**src/rtl/alsu_cmd_sequencer.sv**
```systemverilog
// alsu_cmd_sequencer: buffers packed 16-bit ALSU command words in a FIFO and
// issues them one at a time to the ALSU pins. After each issue it waits out the
// ALSU latency, captures alsu_out and offers it on a valid/ready result port.
//
// Optional feature macro: ALSU_SEQ_TAG_EN
//   defined   -> adds res_tag[3:0], the 4-bit issue count of the command
//                whose result is being offered (wraps 15 -> 0)
//   undefined -> no tag port, no issue counter
//
// state  | meaning
// -------+-----------------------------------------------------------
// IDLE   | no command in flight; pops the FIFO head when one exists
// WAIT   | command driven on ALSU pins; counting down ALSU latency
// RESULT | result captured; holding res_valid until res_ready

module alsu_cmd_sequencer #(
    parameter int FIFO_DEPTH   = 8,
    parameter int ALSU_LATENCY = 2
) (
    input  logic                          CLK,
    input  logic                          RST_n,
    input  logic                          cmd_valid,
    output logic                          cmd_ready,
    input  logic [15:0]                   cmd_data,
    output logic [2:0]                    A,
    output logic [2:0]                    B,
    output logic [2:0]                    opcode,
    output logic                          cin,
    output logic                          serial_in,
    output logic                          direction,
    output logic                          red_op_A,
    output logic                          red_op_B,
    output logic                          bypass_A,
    output logic                          bypass_B,
    input  logic [5:0]                    alsu_out,
    output logic                          res_valid,
    input  logic                          res_ready,
    output logic [5:0]                    res_data,
    output logic                          busy,
    output logic [$clog2(FIFO_DEPTH):0]   fifo_count
`ifdef ALSU_SEQ_TAG_EN
    ,
    output logic [3:0]                    res_tag
`endif
);

    localparam int AW = $clog2(FIFO_DEPTH);

    typedef enum logic [1:0] {
        IDLE   = 2'd0,
        WAIT   = 2'd1,
        RESULT = 2'd2
    } state_t;

    state_t        state;
    logic [15:0]   mem [FIFO_DEPTH];
    logic [AW-1:0] wr_ptr;
    logic [AW-1:0] rd_ptr;
    logic [AW:0]   count;
    logic          full;
    logic          empty;
    logic          push;
    logic          pop;
    logic [15:0]   head;
    logic [2:0]    wait_cnt;

`ifdef ALSU_SEQ_TAG_EN
    logic [3:0]    issue_cnt;
    logic [3:0]    cur_tag;
`endif

    // Full blocks the producer outright, so a pop on the same edge never lets a push through.
    assign full       = (count == (AW+1)'(FIFO_DEPTH));
    assign empty      = (count == '0);
    assign cmd_ready  = !full;
    assign push       = cmd_valid && !full;
    assign pop        = (state == IDLE) && !empty;
    assign head       = mem[rd_ptr];
    assign fifo_count = count;
    assign busy       = (state != IDLE);

    // Command storage; contents are only meaningful between the pointers, so no reset.
    always_ff @(posedge CLK) begin
        if (push) begin
            mem[wr_ptr] <= cmd_data;
        end
    end

    // FIFO pointers and occupancy; pointers wrap naturally at a power-of-two depth.
    always_ff @(posedge CLK or negedge RST_n) begin
        if (!RST_n) begin
            wr_ptr <= '0;
            rd_ptr <= '0;
            count  <= '0;
        end else begin
            if (push) begin
                wr_ptr <= wr_ptr + AW'(1);
            end
            if (pop) begin
                rd_ptr <= rd_ptr + AW'(1);
            end
            case ({push, pop})
                2'b10:   count <= count + (AW+1)'(1);
                2'b01:   count <= count - (AW+1)'(1);
                default: count <= count;
            endcase
        end
    end

    // Issue/wait/result sequencer; ALSU drive registers change only on a pop.
    always_ff @(posedge CLK or negedge RST_n) begin
        if (!RST_n) begin
            state     <= IDLE;
            wait_cnt  <= '0;
            A         <= '0;
            B         <= '0;
            opcode    <= '0;
            cin       <= 1'b0;
            serial_in <= 1'b0;
            direction <= 1'b0;
            red_op_A  <= 1'b0;
            red_op_B  <= 1'b0;
            bypass_A  <= 1'b0;
            bypass_B  <= 1'b0;
            res_valid <= 1'b0;
            res_data  <= '0;
`ifdef ALSU_SEQ_TAG_EN
            issue_cnt <= '0;
            cur_tag   <= '0;
            res_tag   <= '0;
`endif
        end else begin
            case (state)
                IDLE: begin
                    if (pop) begin
                        A         <= head[2:0];
                        B         <= head[5:3];
                        opcode    <= head[8:6];
                        cin       <= head[9];
                        serial_in <= head[10];
                        direction <= head[11];
                        red_op_A  <= head[12];
                        red_op_B  <= head[13];
                        bypass_A  <= head[14];
                        bypass_B  <= head[15];
                        wait_cnt  <= 3'(ALSU_LATENCY);
                        state     <= WAIT;
`ifdef ALSU_SEQ_TAG_EN
                        cur_tag   <= issue_cnt;
                        issue_cnt <= issue_cnt + 4'd1;
`endif
                    end
                end
                WAIT: begin
                    // Counter reaches zero one edge after the ALSU output settles.
                    if (wait_cnt == 3'd0) begin
                        res_data  <= alsu_out;
                        res_valid <= 1'b1;
                        state     <= RESULT;
`ifdef ALSU_SEQ_TAG_EN
                        res_tag   <= cur_tag;
`endif
                    end else begin
                        wait_cnt <= wait_cnt - 3'd1;
                    end
                end
                RESULT: begin
                    if (res_ready) begin
                        res_valid <= 1'b0;
                        state     <= IDLE;
                    end
                end
                default: begin
                    state <= IDLE;
                end
            endcase
        end
    end

endmodule

```
**config.mk**
```make
export PLATFORM = sky130hd
export DESIGN_NAME = alsu_cmd_sequencer
export DESIGN_NICKNAME = d
export VERILOG_FILES = /design/src/rtl/alsu_cmd_sequencer.sv
export SDC_FILE = /design/constraint.sdc
export NUM_CORES = 1
export LEC_CHECK = 0
export CORE_MARGIN = 5
export CORE_UTILIZATION = 64
export CTS_BUF_LIST = sky130_fd_sc_hd__clkbuf_8
export DETAILED_ROUTE_END_ITERATION = 8
export HOLD_SLACK_MARGIN = 0.1
export PLACE_DENSITY = 0.87
export SLEW_MARGIN = 30
export SYNTH_ARGS = -nofsm -noshare
export SYNTH_HDL_FRONTEND = slang
export SYNTH_SLANG_ARGS = --single-unit
```
**constraint.sdc**
```tcl
create_clock -name CLK -period 4 [get_ports CLK]
set_input_delay 0.8 -clock CLK [delete_from_list [all_inputs] [get_ports CLK]]
set_output_delay 0.8 -clock CLK [all_outputs]
set_load 0.1 [all_outputs]
```
==> results of run 1 <==
area by class of cell:
type / count / area [um2] / area share [%]
Clock buffer: 19 / 262 / 3.43
Clock inverter: 13 / 105 / 1.38
Inverter: 3 / 11.3 / 0.147
Multi-Input combinational cell: 221 / 1650 / 21.6
Sequential cell: 166 / 4800 / 62.8
Tap cell: 136 / 170 / 2.23
Timing Repair Buffer: 66 / 641 / 8.39
kinds of logic (layout without fill, tap and decap cells):
group / count (synthesis) / count (layout) / synth area share [%]
XOR/XNOR: 9 / 9 / 1.20
adder cells (fa/ha/maj): 7 / 7 / 1.34
AO/OA/AOI/OAI: 39 / 39 / 4.29
AND/OR/NAND/NOR: 94 / 94 / 6.90
buffers and inverters: 23 / 101 / 1.98
multiplexers: 72 / 72 / 11.2
flip-flops: 166 / 166 / 73.1
worst max-delay path, stage by stage, from the launching register on:
cell and delay (ns):
sky130_fd_sc_hd__dfrtp_1 0.48, sky130_fd_sc_hd__or4b_4 0.59, sky130_fd_sc_hd__clkdlybuf4s50_1 1.00
stage by stage:
stage / setup slack, ns / cell area (um2)
2_1_floorplan: 0.593 / 6560
3_3_place_gp: 1.19 / 7250
3_5_place_dp: 1.15 / 7270
4_1_cts: 0.659 / 7630
5_1_grt: 0.603 / 7630
6_report: 0.689 / 7630
cell usage in the layout, fill, tap and decap left out, types with 2 or more instances in the layout:
master	instances
sky130_fd_sc_hd__or2_1	2
sky130_fd_sc_hd__ha_1	7
sky130_fd_sc_hd__a21oi_1	2
sky130_fd_sc_hd__bufinv_16	2
sky130_fd_sc_hd__clkdlybuf4s50_1	53
sky130_fd_sc_hd__nand2b_1	4
sky130_fd_sc_hd__mux2i_1	64
sky130_fd_sc_hd__clkbuf_8	19
sky130_fd_sc_hd__clkinv_2	3
sky130_fd_sc_hd__nand2_1	43
sky130_fd_sc_hd__edfxtp_1	128
sky130_fd_sc_hd__nor2b_1	3
sky130_fd_sc_hd__mux2_2	7
sky130_fd_sc_hd__xnor2_1	5
sky130_fd_sc_hd__xor2_1	4
sky130_fd_sc_hd__nand3_1	20
sky130_fd_sc_hd__nor3b_1	2
sky130_fd_sc_hd__inv_1	10
sky130_fd_sc_hd__nor2_1	9
sky130_fd_sc_hd__dfrtp_1	37
sky130_fd_sc_hd__nor3_2	2
sky130_fd_sc_hd__buf_4	12
sky130_fd_sc_hd__o21ai_0	2
sky130_fd_sc_hd__a22oi_1	32
per-layer routing:
layer / vias up / global-route usage, % / routed length (um)
li1: 1669 / - / -
met1: 1805 / 26.5 / 5060
met2: 131 / 37.0 / 6440
met3: 18 / 5.29 / 723
met4: 0 / 9.25 / 207
met5: - / 0 / 0
state kept, by name (all words and copies together) (netlist names):
name and count:
mem 128, res_data 6, fifo_count 4, A 3, B 3, opcode 3
rd_ptr 3, wait_cnt 3, wr_ptr 3, state 2, bypass_A 1, bypass_B 1
cin 1, direction 1, red_op_A 1, red_op_B 1, res_valid 1, serial_in 1
worst min-delay path by stage:
stage / slack [ns] / end / startpoint / depth (start not counted)
floorplan: 0.46 / wait_cnt[0]$_DFFE_PN0P_ / wait_cnt[0]$_DFFE_PN0P_ / 1
global placement: 0.46 / B[1]$_DFFE_PN0P_ / B[1]$_DFFE_PN0P_ / 2
detailed placement: 0.47 / serial_in$_DFFE_PN0P_ / serial_in$_DFFE_PN0P_ / 2
CTS: 0.49 / bypass_A$_DFFE_PN0P_ / bypass_A$_DFFE_PN0P_ / 2
global route: 0.35 / B[2]$_DFFE_PN0P_ / RST_n / 1
finish: 0.34 / bypass_A$_DFFE_PN0P_ / RST_n / 1
==> impl_results.html, run 1 <==
<table>
<tr><th>Metric</th><th>Value</th></tr>
<tr><th colspan="2">STA</th></tr>
<tr><td>Final hold violations</td><td>0</td></tr>
<tr><td>Highest clock rate</td><td>302 MHz</td></tr>
<tr><td>Unrepaired setup endpoints after global routing</td><td>no</td></tr>
<tr><td>Min Tclk post-route</td><td>3.31 ns</td></tr>
<tr><td>Accumulated negative setup slack</td><td>0 ns</td></tr>
<tr><td>Actual transition at the worst max-transition pin</td><td>1.01 ns</td></tr>
<tr><td>Fin crit share</td><td>82.8%</td></tr>
<tr><td>Final setup viols</td><td>0</td></tr>
<tr><td>Final setup skew</td><td>0.0112 ns</td></tr>
<tr><td>Headroom to the max-slew limit</td><td>32.5%</td></tr>
<tr><td>Final Hold Slack</td><td>0.336 ns</td></tr>
<tr><td>Final number of max-transition violations</td><td>0</td></tr>
<tr><th colspan="2">Floorplanning</th></tr>
<tr><td>Die extent in y</td><td>111 um</td></tr>
<tr><td>Number of placed I/O pins</td><td>55</td></tr>
<tr><td>Initial Utilization</td><td>64.7%</td></tr>
<tr><td>Core area</td><td>10100 um2</td></tr>
<tr><td>Chip width</td><td>111 um</td></tr>
<tr><td>Area of the die</td><td>12400 um2</td></tr>
<tr><td>Cell row count</td><td>37</td></tr>
<tr><th colspan="2">Critical path</th></tr>
<tr><td>Startpoint of the worst setup timing path</td><td>fifo_count[1]$_DFFE_PN0P_</td></tr>
<tr><td>Critical path capture point type</td><td>primary output</td></tr>
<tr><td>Worst EP required</td><td>3.20 ns</td></tr>
<tr><td>Critical path arrival</td><td>2.51 ns</td></tr>
<tr><td>Worst reg2reg endpoint</td><td>fifo_count[2]$_DFFE_PN0P_</td></tr>
<tr><td>Worst Setup Path Type</td><td>reg2out</td></tr>
<tr><td>Maximum fanout encountered on the critical timing path</td><td>9</td></tr>
<tr><td>Setup crit end</td><td>cmd_ready</td></tr>
<tr><td>Reg-to-reg startpoint</td><td>fifo_count[1]$_DFFE_PN0P_</td></tr>
<tr><td>Number of cells on the worst reg-to-reg path</td><td>10</td></tr>
<tr><td>Kind of launch point of the worst setup path</td><td>register</td></tr>
<tr><td>Slack of the worst reg-to-reg path</td><td>1.45 ns</td></tr>
<tr><th colspan="2">Yosys</th></tr>
<tr><td>Cell count after synthesis</td><td>410</td></tr>
<tr><td>Cell area after synthesis</td><td>6560 um2</td></tr>
<tr><td>Most area-hungry cell type in the Yosys netlist</td><td>sky130_fd_sc_hd__edfxtp_1</td></tr>
<tr><td>Yosys warns</td><td>0</td></tr>
<tr><td>Portion of synthesized cell area occupied by the leading cell type</td><td>58.6%</td></tr>
<tr><td>Share of flip-flops with an asynchronous set or reset</td><td>22.9%</td></tr>
<tr><td>Most frequent cells after synthesis</td><td>128 x sky130_fd_sc_hd__edfxtp_1, 64 x sky130_fd_sc_hd__mux2i_1, 43 x sky130_fd_sc_hd__nand2_1</td></tr>
<tr><td>Flop and latch count out of synthesis</td><td>166</td></tr>
<tr><td>EDFF count, synth</td><td>128</td></tr>
<tr><td>Most used standard cell by instance count after synthesis</td><td>sky130_fd_sc_hd__edfxtp_1</td></tr>
<tr><td>Post-Synthesis Net Count</td><td>443</td></tr>
<tr><td>Predominant post-synthesis flop cell</td><td>sky130_fd_sc_hd__edfxtp_1</td></tr>
<tr><td>Synthesized area per cell</td><td>16.0 um2</td></tr>
<tr><td>Number of different library cells in the post-synthesis netlist</td><td>37</td></tr>
<tr><td>Leading post-synthesis cells by cell area</td><td>sky130_fd_sc_hd__edfxtp_1 59%, sky130_fd_sc_hd__dfrtp_1 14%, sky130_fd_sc_hd__mux2i_1 9.8%</td></tr>
<tr><td>Share of the yosys chip area belonging to registers</td><td>73.1%</td></tr>
<tr><th colspan="2">Clock network</th></tr>
<tr><td>Post-CTS Setup Repair Bufs</td><td>0</td></tr>
<tr><td>Buffer levels on the longest clock path</td><td>2</td></tr>
<tr><td>Number of hold buffers added after CTS</td><td>0</td></tr>
<tr><td>CTS Sinks</td><td>166</td></tr>
<tr><td>Number of buffers added by the clock tree synthesis step</td><td>17</td></tr>
<tr><td>Clock edge transition at the registers on the reported setup and hold paths</td><td>0.08 ns</td></tr>
<tr><td>CTS-repair resized insts</td><td>0</td></tr>
<tr><td>Level count of the clock H-tree</td><td>4</td></tr>
<tr><td>TritonCTS clock tree</td><td>done</td></tr>
<tr><td>Later-pin clock latency in the skew report</td><td>0.43 ns</td></tr>
<tr><td>Cell at the root of the clock tree</td><td>sky130_fd_sc_hd__clkbuf_8</td></tr>
<tr><th colspan="2">Finish</th></tr>
<tr><td>Count of fill cells added during filler insertion</td><td>573</td></tr>
<tr><td>Synth-to-Final Area Change</td><td>16.4%</td></tr>
<tr><td>Number of non-filler instances in the completed layout</td><td>624</td></tr>
<tr><td>Proportion of layout cells with a drive suffix above 1</td><td>11.1%</td></tr>
<tr><td>Fin nets</td><td>508</td></tr>
<tr><td>Final Util</td><td>75.3%</td></tr>
<tr><td>Number of inserted diodes</td><td>0</td></tr>
<tr><th colspan="2">Placement</th></tr>
<tr><td>Final RePlAce weighted congestion</td><td>0.732</td></tr>
<tr><td>Estimated wirelength of the detail-placed design</td><td>7480 um</td></tr>
<tr><td>Number of input and output port buffers inserted</td><td>54</td></tr>
<tr><td>Post-placement cell count</td><td>592</td></tr>
<tr><th colspan="2">Route</th></tr>
<tr><td>Via count</td><td>3623</td></tr>
<tr><td>Iteration count of the initial detailed-routing pass</td><td>4</td></tr>
<tr><td>Number of violations reported at the end of detailed-routing iteration 0</td><td>240</td></tr>
<tr><td>Number of vias per cell after detailed routing</td><td>5.81</td></tr>
<tr><td>Detailed-route DRC error count</td><td>0</td></tr>
<tr><td>Post-detailed-routing wire length</td><td>12400 um</td></tr>
<tr><td>Detailed-route wire length per cell</td><td>19.9 um</td></tr>
<tr><td>Final antenna-violating net count</td><td>0</td></tr>
<tr><th colspan="2">Global route</th></tr>
<tr><td>Global-route wire length before repair</td><td>20300 um</td></tr>
<tr><td>Via count of the first global-routing pass</td><td>3892</td></tr>
<tr><td>GR Overflow Total</td><td>0</td></tr>
<tr><td>Total track usage</td><td>21.7%</td></tr>
<tr><td>Initial antenna violation count</td><td>0</td></tr>
<tr><td>Maximum number of pins on one net before global-route repair</td><td>41</td></tr>
<tr><th colspan="2">Hold path</th></tr>
<tr><td>Worst hold path class</td><td>in2async</td></tr>
<tr><th colspan="2">Outcome</th></tr>
<tr><td>Status</td><td>finished clean</td></tr>
<tr><th colspan="2">Run</th></tr>
<tr><td>Max Cap Viol</td><td>0</td></tr>
</table>
Power of run 1 is not shown: default switching activity piles up to over one toggle a cycle in this logic, so the estimate is an artifact.
==> run 2: changes to the inputs <==
--- a/config.mk
+++ b/config.mk
@@ -6,11 +6,11 @@
 export NUM_CORES = 1
 export LEC_CHECK = 0
 export CORE_MARGIN = 5
-export CORE_UTILIZATION = 64
+export CORE_UTILIZATION = 54
 export CTS_BUF_LIST = sky130_fd_sc_hd__clkbuf_8
 export DETAILED_ROUTE_END_ITERATION = 8
 export HOLD_SLACK_MARGIN = 0.1
-export PLACE_DENSITY = 0.87
+export PLACE_DENSITY = 0.78
 export SLEW_MARGIN = 30
 export SYNTH_ARGS = -nofsm -noshare
 export SYNTH_HDL_FRONTEND = slang
==> constraint.sdc (replaced) <==
create_clock -name CLK -period 2.7 [get_ports CLK]
set_input_delay 0.54 -clock CLK [delete_from_list [all_inputs] [get_ports CLK]]
set_output_delay 0.54 -clock CLK [all_outputs]
set_load 0.1 [all_outputs]
==> run 2 against run 1 <==
Compared with the run above: largest cell class unchanged; register-to-register slack got worse by 1.2 ns; critical path depth increased by 6; final area decreased by 0.44%; clock skew decreased by 0.0030 ns; clock-buffer cell count unchanged; global-route usage decreased by 3.9 points; utilization decreased by 12 points; routed wire length decreased by 3.0%; final cell count increased by 2.7%; die area increased by 17%.
==> impl_results.html, run 2 (synthesis gave the netlist of run 1 again) <==
<table>
<tr><th>Metric</th><th>Value</th></tr>
<tr><th colspan="2">Outcome</th></tr>
<tr><td>Status</td><td>finished clean</td></tr>
<tr><th colspan="2">Floorplanning</th></tr>
<tr><td>Area of the die</td><td>14500 um2</td></tr>
<tr><td>Cell row count</td><td>40</td></tr>
<tr><td>Number of placed I/O pins</td><td>55</td></tr>
<tr><td>Chip width</td><td>120 um</td></tr>
<tr><td>Initial Utilization</td><td>54.8%</td></tr>
<tr><td>Core area</td><td>12000 um2</td></tr>
<tr><td>Die extent in y</td><td>120 um</td></tr>
<tr><th colspan="2">Clock network</th></tr>
<tr><td>Cell at the root of the clock tree</td><td>sky130_fd_sc_hd__clkbuf_8</td></tr>
<tr><td>Post-CTS Setup Repair Bufs</td><td>0</td></tr>
<tr><td>TritonCTS clock tree</td><td>done</td></tr>
<tr><td>Level count of the clock H-tree</td><td>4</td></tr>
<tr><td>Number of buffers added by the clock tree synthesis step</td><td>17</td></tr>
<tr><td>Number of hold buffers added after CTS</td><td>0</td></tr>
<tr><td>CTS Sinks</td><td>166</td></tr>
<tr><td>Clock edge transition at the registers on the reported setup and hold paths</td><td>0.08 ns</td></tr>
<tr><td>Buffer levels on the longest clock path</td><td>2</td></tr>
<tr><td>CTS-repair resized insts</td><td>0</td></tr>
<tr><td>Later-pin clock latency in the skew report</td><td>0.44 ns</td></tr>
<tr><th colspan="2">Finish</th></tr>
<tr><td>Number of inserted diodes</td><td>0</td></tr>
<tr><td>Commonest non-fill, non-tap cell in the layout</td><td>sky130_fd_sc_hd__edfxtp_1</td></tr>
<tr><td>Fin nets</td><td>514</td></tr>
<tr><td>Synth-to-Final Area Change</td><td>15.9%</td></tr>
<tr><td>Highest-count cells in the layout ignoring fill and taps</td><td>128 x sky130_fd_sc_hd__edfxtp_1, 64 x sky130_fd_sc_hd__mux2i_1, 46 x sky130_fd_sc_hd__buf_4, 43 x sky130_fd_sc_hd__nand2_1, 33 x sky130_fd_sc_hd__dfrtp_1</td></tr>
<tr><td>Proportion of layout cells with a drive suffix above 1</td><td>19.0%</td></tr>
<tr><td>Final Util</td><td>63.5%</td></tr>
<tr><td>Post-route cell area</td><td>7600 um2</td></tr>
<tr><td>Max FFs per register</td><td>128</td></tr>
<tr><td>Largest Register</td><td>mem</td></tr>
<tr><th colspan="2">Route</th></tr>
<tr><td>Final antenna-violating net count</td><td>0</td></tr>
<tr><td>Iteration count of the initial detailed-routing pass</td><td>5</td></tr>
<tr><td>Detailed-route DRC error count</td><td>0</td></tr>
<tr><td>Via count</td><td>3574</td></tr>
<tr><td>Number of vias per cell after detailed routing</td><td>5.58</td></tr>
<tr><td>Number of violations reported at the end of detailed-routing iteration 0</td><td>280</td></tr>
<tr><td>Detailed-route wire length per cell</td><td>18.8 um</td></tr>
<tr><td>Post-detailed-routing wire length</td><td>12100 um</td></tr>
<tr><th colspan="2">Global route</th></tr>
<tr><td>Via count of the first global-routing pass</td><td>3685</td></tr>
<tr><td>Maximum number of pins on one net before global-route repair</td><td>33</td></tr>
<tr><td>Global-route wire length before repair</td><td>19400 um</td></tr>
<tr><td>Total track usage</td><td>17.8%</td></tr>
<tr><td>Initial antenna violation count</td><td>0</td></tr>
<tr><td>GR Overflow Total</td><td>0</td></tr>
<tr><th colspan="2">Critical path</th></tr>
<tr><td>Worst Setup Path Type</td><td>reg2reg</td></tr>
<tr><td>Worst EP required</td><td>3.03 ns</td></tr>
<tr><td>Critical path capture point type</td><td>register</td></tr>
<tr><td>Maximum fanout encountered on the critical timing path</td><td>20</td></tr>
<tr><td>Critical path arrival</td><td>2.78 ns</td></tr>
<tr><td>Kind of launch point of the worst setup path</td><td>register</td></tr>
<tr><th colspan="2">STA</th></tr>
<tr><td>Min Tclk post-route</td><td>2.45 ns</td></tr>
<tr><td>Final number of max-transition violations</td><td>0</td></tr>
<tr><td>Final setup skew</td><td>0.00821 ns</td></tr>
<tr><td>Fin crit share</td><td>90.6%</td></tr>
<tr><td>Highest clock rate</td><td>409 MHz</td></tr>
<tr><td>Actual transition at the worst max-transition pin</td><td>0.837 ns</td></tr>
<tr><td>Final hold violations</td><td>0</td></tr>
<tr><td>Headroom to the max-slew limit</td><td>44.2%</td></tr>
<tr><td>Unrepaired setup endpoints after global routing</td><td>no</td></tr>
<tr><td>Final setup viols</td><td>0</td></tr>
<tr><td>Accumulated negative setup slack</td><td>0 ns</td></tr>
<tr><th colspan="2">Placement</th></tr>
<tr><td>Post-place instance area</td><td>7260 um2</td></tr>
<tr><td>Estimated wirelength of the detail-placed design</td><td>7380 um</td></tr>
<tr><td>Number of input and output port buffers inserted</td><td>54</td></tr>
<tr><td>Final RePlAce weighted congestion</td><td>0.788</td></tr>
<tr><th colspan="2">Run</th></tr>
<tr><td>Max Cap Viol</td><td>0</td></tr>
<tr><th colspan="2">Hold path</th></tr>
<tr><td>Worst hold path class</td><td>in2async</td></tr>
</table>
[run 2: cell count changes in the layout (fill, tap and decap cells not counted), moves of 3 or more]
cell and change:
sky130_fd_sc_hd__clkdlybuf4s50_1 -29, sky130_fd_sc_hd__buf_4 +34, sky130_fd_sc_hd__dfrtp_2 +3, sky130_fd_sc_hd__dfrtp_1 -4
[run 2: through the flow]
stage | hold slack (ns) | setup slack (ns) | instances
2_1_floorplan | 0.244 | 0.00151 | 410
3_3_place_gp | 0.462 | 0.359 | 609
3_5_place_dp | 0.464 | 0.307 | 609
4_1_cts | 0.165 | 0.296 | 641
5_1_grt | 0.212 | 0.229 | 641
6_report | 0.163 | 0.254 | 641
[run 2: layout make-up]
cell class,instances,area [um2]
Sequential cell,166,4810
Fill cell,844,4360
Tap cell,147,184
Clock buffer,19,262
Clock inverter,13,80.1
Multi-Input combinational cell,221,1650
Timing Repair Buffer,72,611
Inverter,3,11.3
[run 2: worst paths after layout]
path,startpoint,endpoint,slack (ns),cells after the start
max,state[1]$_DFFE_PN0P_,fifo_count[3]$_DFFE_PN0P_,0.25,8
min,RST_n,A[2]$_DFFE_PN0P_,0.16,1
max reg2reg,state[1]$_DFFE_PN0P_,fifo_count[3]$_DFFE_PN0P_,0.25,8
min reg2reg,A[2]$_DFFE_PN0P_,A[2]$_DFFE_PN0P_,0.48,2
max in group asynchronous,RST_n,rd_ptr[2]$_DFFE_PN0P_,1.92,2
min in group CLK,A[2]$_DFFE_PN0P_,A[2]$_DFFE_PN0P_,0.48,2
[run 2: per-layer routing]
layer	share of wire (%)	GRT usage, %	vias up
met5	0	0	-
met3	6.0	4.49	19
met4	1.7	7.72	0
li1	-	-	1682
met1	43	22.7	1761
met2	50	29.1	112
[run 2: critical path: stages (launching register included)]
cell and delay (ns):
sky130_fd_sc_hd__dfrtp_1 0.40, sky130_fd_sc_hd__or2_2 0.31, sky130_fd_sc_hd__or2_1 0.26, sky130_fd_sc_hd__inv_2 0.07, sky130_fd_sc_hd__buf_4 0.27, sky130_fd_sc_hd__ha_1 0.35, sky130_fd_sc_hd__nor4bb_1 0.41, sky130_fd_sc_hd__a21oi_1 0.11
sky130_fd_sc_hd__xnor2_1 0.14
Power of run 2 is left out for the same reason.
==> run 3: changes to the inputs <==
--- a/config.mk
+++ b/config.mk
@@ -10,7 +10,7 @@
 export CTS_BUF_LIST = sky130_fd_sc_hd__clkbuf_8
 export DETAILED_ROUTE_END_ITERATION = 8
 export HOLD_SLACK_MARGIN = 0.1
-export PLACE_DENSITY = 0.78
+export PLACE_DENSITY_LB_ADDON = 0.3
 export SLEW_MARGIN = 30
 export SYNTH_ARGS = -nofsm -noshare
 export SYNTH_HDL_FRONTEND = slang
==> run 3 against run 2 <==
Compared with the run above: maximum frequency rose by 5.9%; clock skew grew 0.0023 ns; worst setup slack better by 0.14 ns; first-iteration DRC count fell by 11%; sequential share of layout area decreased by 0.58 points; highest routed layer unchanged; register-to-register slack better by 0.14 ns; critical path type unchanged; final area grew 0.92%; final cell count shrank 0.31%.
==> impl_results.html, run 3 (synthesis gave the netlist of run 1 again) <==
<table>
<tr><th>Metric</th><th>Value</th></tr>
<tr><th colspan="2">Global route</th></tr>
<tr><td>Initial antenna violation count</td><td>0</td></tr>
<tr><td>Global-route wire length before repair</td><td>19200 um</td></tr>
<tr><td>Total track usage</td><td>18.1%</td></tr>
<tr><td>Maximum number of pins on one net before global-route repair</td><td>39</td></tr>
<tr><td>Via count of the first global-routing pass</td><td>3628</td></tr>
<tr><td>GR Overflow Total</td><td>0</td></tr>
<tr><th colspan="2">Floorplanning</th></tr>
<tr><td>Area of the die</td><td>14500 um2</td></tr>
<tr><td>Chip width</td><td>120 um</td></tr>
<tr><td>Initial Utilization</td><td>54.8%</td></tr>
<tr><td>Number of placed I/O pins</td><td>55</td></tr>
<tr><td>Die extent in y</td><td>120 um</td></tr>
<tr><td>Cell row count</td><td>40</td></tr>
<tr><td>Core area</td><td>12000 um2</td></tr>
<tr><th colspan="2">STA</th></tr>
<tr><td>Accumulated negative setup slack</td><td>0 ns</td></tr>
<tr><td>Actual transition at the worst max-transition pin</td><td>0.861 ns</td></tr>
<tr><td>Final setup skew</td><td>0.0105 ns</td></tr>
<tr><td>Min Tclk post-route</td><td>2.31 ns</td></tr>
<tr><td>Headroom to the max-slew limit</td><td>42.6%</td></tr>
<tr><td>Fin crit share</td><td>85.6%</td></tr>
<tr><td>Final Hold Slack</td><td>0.156 ns</td></tr>
<tr><td>Final setup viols</td><td>0</td></tr>
<tr><td>Highest clock rate</td><td>433 MHz</td></tr>
<tr><td>Final number of max-transition violations</td><td>0</td></tr>
<tr><td>Unrepaired setup endpoints after global routing</td><td>no</td></tr>
<tr><td>Final hold violations</td><td>0</td></tr>
<tr><th colspan="2">Placement</th></tr>
<tr><td>Estimated wirelength of the detail-placed design</td><td>7460 um</td></tr>
<tr><td>Final RePlAce weighted congestion</td><td>0.740</td></tr>
<tr><td>Number of input and output port buffers inserted</td><td>54</td></tr>
<tr><td>Post-placement cell count</td><td>608</td></tr>
<tr><th colspan="2">Finish</th></tr>
<tr><td>Commonest non-fill, non-tap cell in the layout</td><td>sky130_fd_sc_hd__edfxtp_1</td></tr>
<tr><td>Highest-count cells in the layout ignoring fill and taps</td><td>128 x sky130_fd_sc_hd__edfxtp_1, 64 x sky130_fd_sc_hd__mux2i_1, 45 x sky130_fd_sc_hd__buf_4, 43 x sky130_fd_sc_hd__nand2_1, 33 x sky130_fd_sc_hd__dfrtp_1</td></tr>
<tr><td>Max FFs per register</td><td>128</td></tr>
<tr><td>Proportion of layout cells with a drive suffix above 1</td><td>19.7%</td></tr>
<tr><td>Number of inserted diodes</td><td>0</td></tr>
<tr><td>Synth-to-Final Area Change</td><td>16.9%</td></tr>
<tr><td>Number of non-filler instances in the completed layout</td><td>639</td></tr>
<tr><td>Largest Register</td><td>mem</td></tr>
<tr><td>Fin nets</td><td>513</td></tr>
<tr><td>Final Util</td><td>64.1%</td></tr>
<tr><th colspan="2">Clock network</th></tr>
<tr><td>Post-CTS Setup Repair Bufs</td><td>0</td></tr>
<tr><td>Buffer levels on the longest clock path</td><td>2</td></tr>
<tr><td>TritonCTS clock tree</td><td>done</td></tr>
<tr><td>CTS-repair resized insts</td><td>0</td></tr>
<tr><td>Clock edge transition at the registers on the reported setup and hold paths</td><td>0.08 ns</td></tr>
<tr><td>Number of hold buffers added after CTS</td><td>0</td></tr>
<tr><td>Later-pin clock latency in the skew report</td><td>0.44 ns</td></tr>
<tr><td>Number of buffers added by the clock tree synthesis step</td><td>17</td></tr>
<tr><td>CTS Sinks</td><td>166</td></tr>
<tr><td>Cell at the root of the clock tree</td><td>sky130_fd_sc_hd__clkbuf_8</td></tr>
<tr><td>Level count of the clock H-tree</td><td>4</td></tr>
<tr><th colspan="2">Route</th></tr>
<tr><td>Via count</td><td>3585</td></tr>
<tr><td>Detailed-route DRC error count</td><td>0</td></tr>
<tr><td>Number of vias per cell after detailed routing</td><td>5.61</td></tr>
<tr><td>Iteration count of the initial detailed-routing pass</td><td>4</td></tr>
<tr><td>Post-detailed-routing wire length</td><td>12200 um</td></tr>
<tr><td>Number of violations reported at the end of detailed-routing iteration 0</td><td>248</td></tr>
<tr><td>Detailed-route wire length per cell</td><td>19.1 um</td></tr>
<tr><td>Final antenna-violating net count</td><td>0</td></tr>
<tr><th colspan="2">Critical path</th></tr>
<tr><td>Maximum fanout encountered on the critical timing path</td><td>9</td></tr>
<tr><td>Kind of launch point of the worst setup path</td><td>register</td></tr>
<tr><td>Critical path arrival</td><td>2.64 ns</td></tr>
<tr><td>Worst EP required</td><td>3.03 ns</td></tr>
<tr><td>Worst Setup Path Type</td><td>reg2reg</td></tr>
<tr><td>Critical path capture point type</td><td>register</td></tr>
<tr><th colspan="2">Run</th></tr>
<tr><td>Max Cap Viol</td><td>0</td></tr>
<tr><th colspan="2">Hold path</th></tr>
<tr><td>Worst hold path class</td><td>in2async</td></tr>
<tr><th colspan="2">Outcome</th></tr>
<tr><td>Status</td><td>finished clean</td></tr>
</table>
-- run 3: changes by cell type in the layout (fill, tap and decap cells not counted), sizes merged --
cell and delta:
clkbuf -2, clkinvlp +3, buf -1, bufinv +3
clkinv +3, inv -8
-- run 3: cell type report --
cell class,count,area [um2]
clock inverter,14,185
timing repair buffer,71,603
sequential,166,4810
fill,818,4290
inverter,3,11.3
multi-input combinational,221,1650
clock buffer,17,234
tap,147,184
-- run 3: through the flow --
stage               setup WS (ns)  cell area, um2
detailed placement          0.300            7250
CTS                         0.354            7670
floorplan                 0.00151            6580
finish                      0.389            7670
global route                0.275            7670
global placement            0.360            7250
-- run 3: final timing paths --
check,slack [ns],start,cells past startpoint,endpoint
setup reg to reg,0.39,fifo_count[1]$_DFFE_PN0P_,9,fifo_count[2]$_DFFE_PN0P_
max in group asynchronous,1.91,RST_n,2,serial_in$_DFFE_PN0P_
min in group CLK,0.48,bypass_B$_DFFE_PN0P_,2,bypass_B$_DFFE_PN0P_
setup / recovery,0.39,fifo_count[1]$_DFFE_PN0P_,9,fifo_count[2]$_DFFE_PN0P_
hold reg to reg,0.48,bypass_B$_DFFE_PN0P_,2,bypass_B$_DFFE_PN0P_
hold / removal,0.16,RST_n,1,A[0]$_DFFE_PN0P_
-- run 3: worst max-delay path, stage by stage, from the launching register on --
cell and delay (ns):
sky130_fd_sc_hd__dfrtp_4 0.52, sky130_fd_sc_hd__or4b_4 0.54, sky130_fd_sc_hd__nand2_4 0.11, sky130_fd_sc_hd__ha_2 0.24, sky130_fd_sc_hd__xor2_1 0.08, sky130_fd_sc_hd__ha_1 0.18
sky130_fd_sc_hd__a21oi_1 0.14, sky130_fd_sc_hd__xor2_1 0.17, sky130_fd_sc_hd__nor2_1 0.07, sky130_fd_sc_hd__xor2_1 0.14
-- run 3: layer usage --
metal  global-route usage [%]  vias to the layer above  routed length [um]
li1                         -                     1683                   -
met1                     23.0                     1795                5020
met2                     29.8                      102                6340
met3                     5.94                        5                 776
met4                     5.31                        0                  78
met5                        0                        -                   0
Power of run 3 is left out for the same reason.
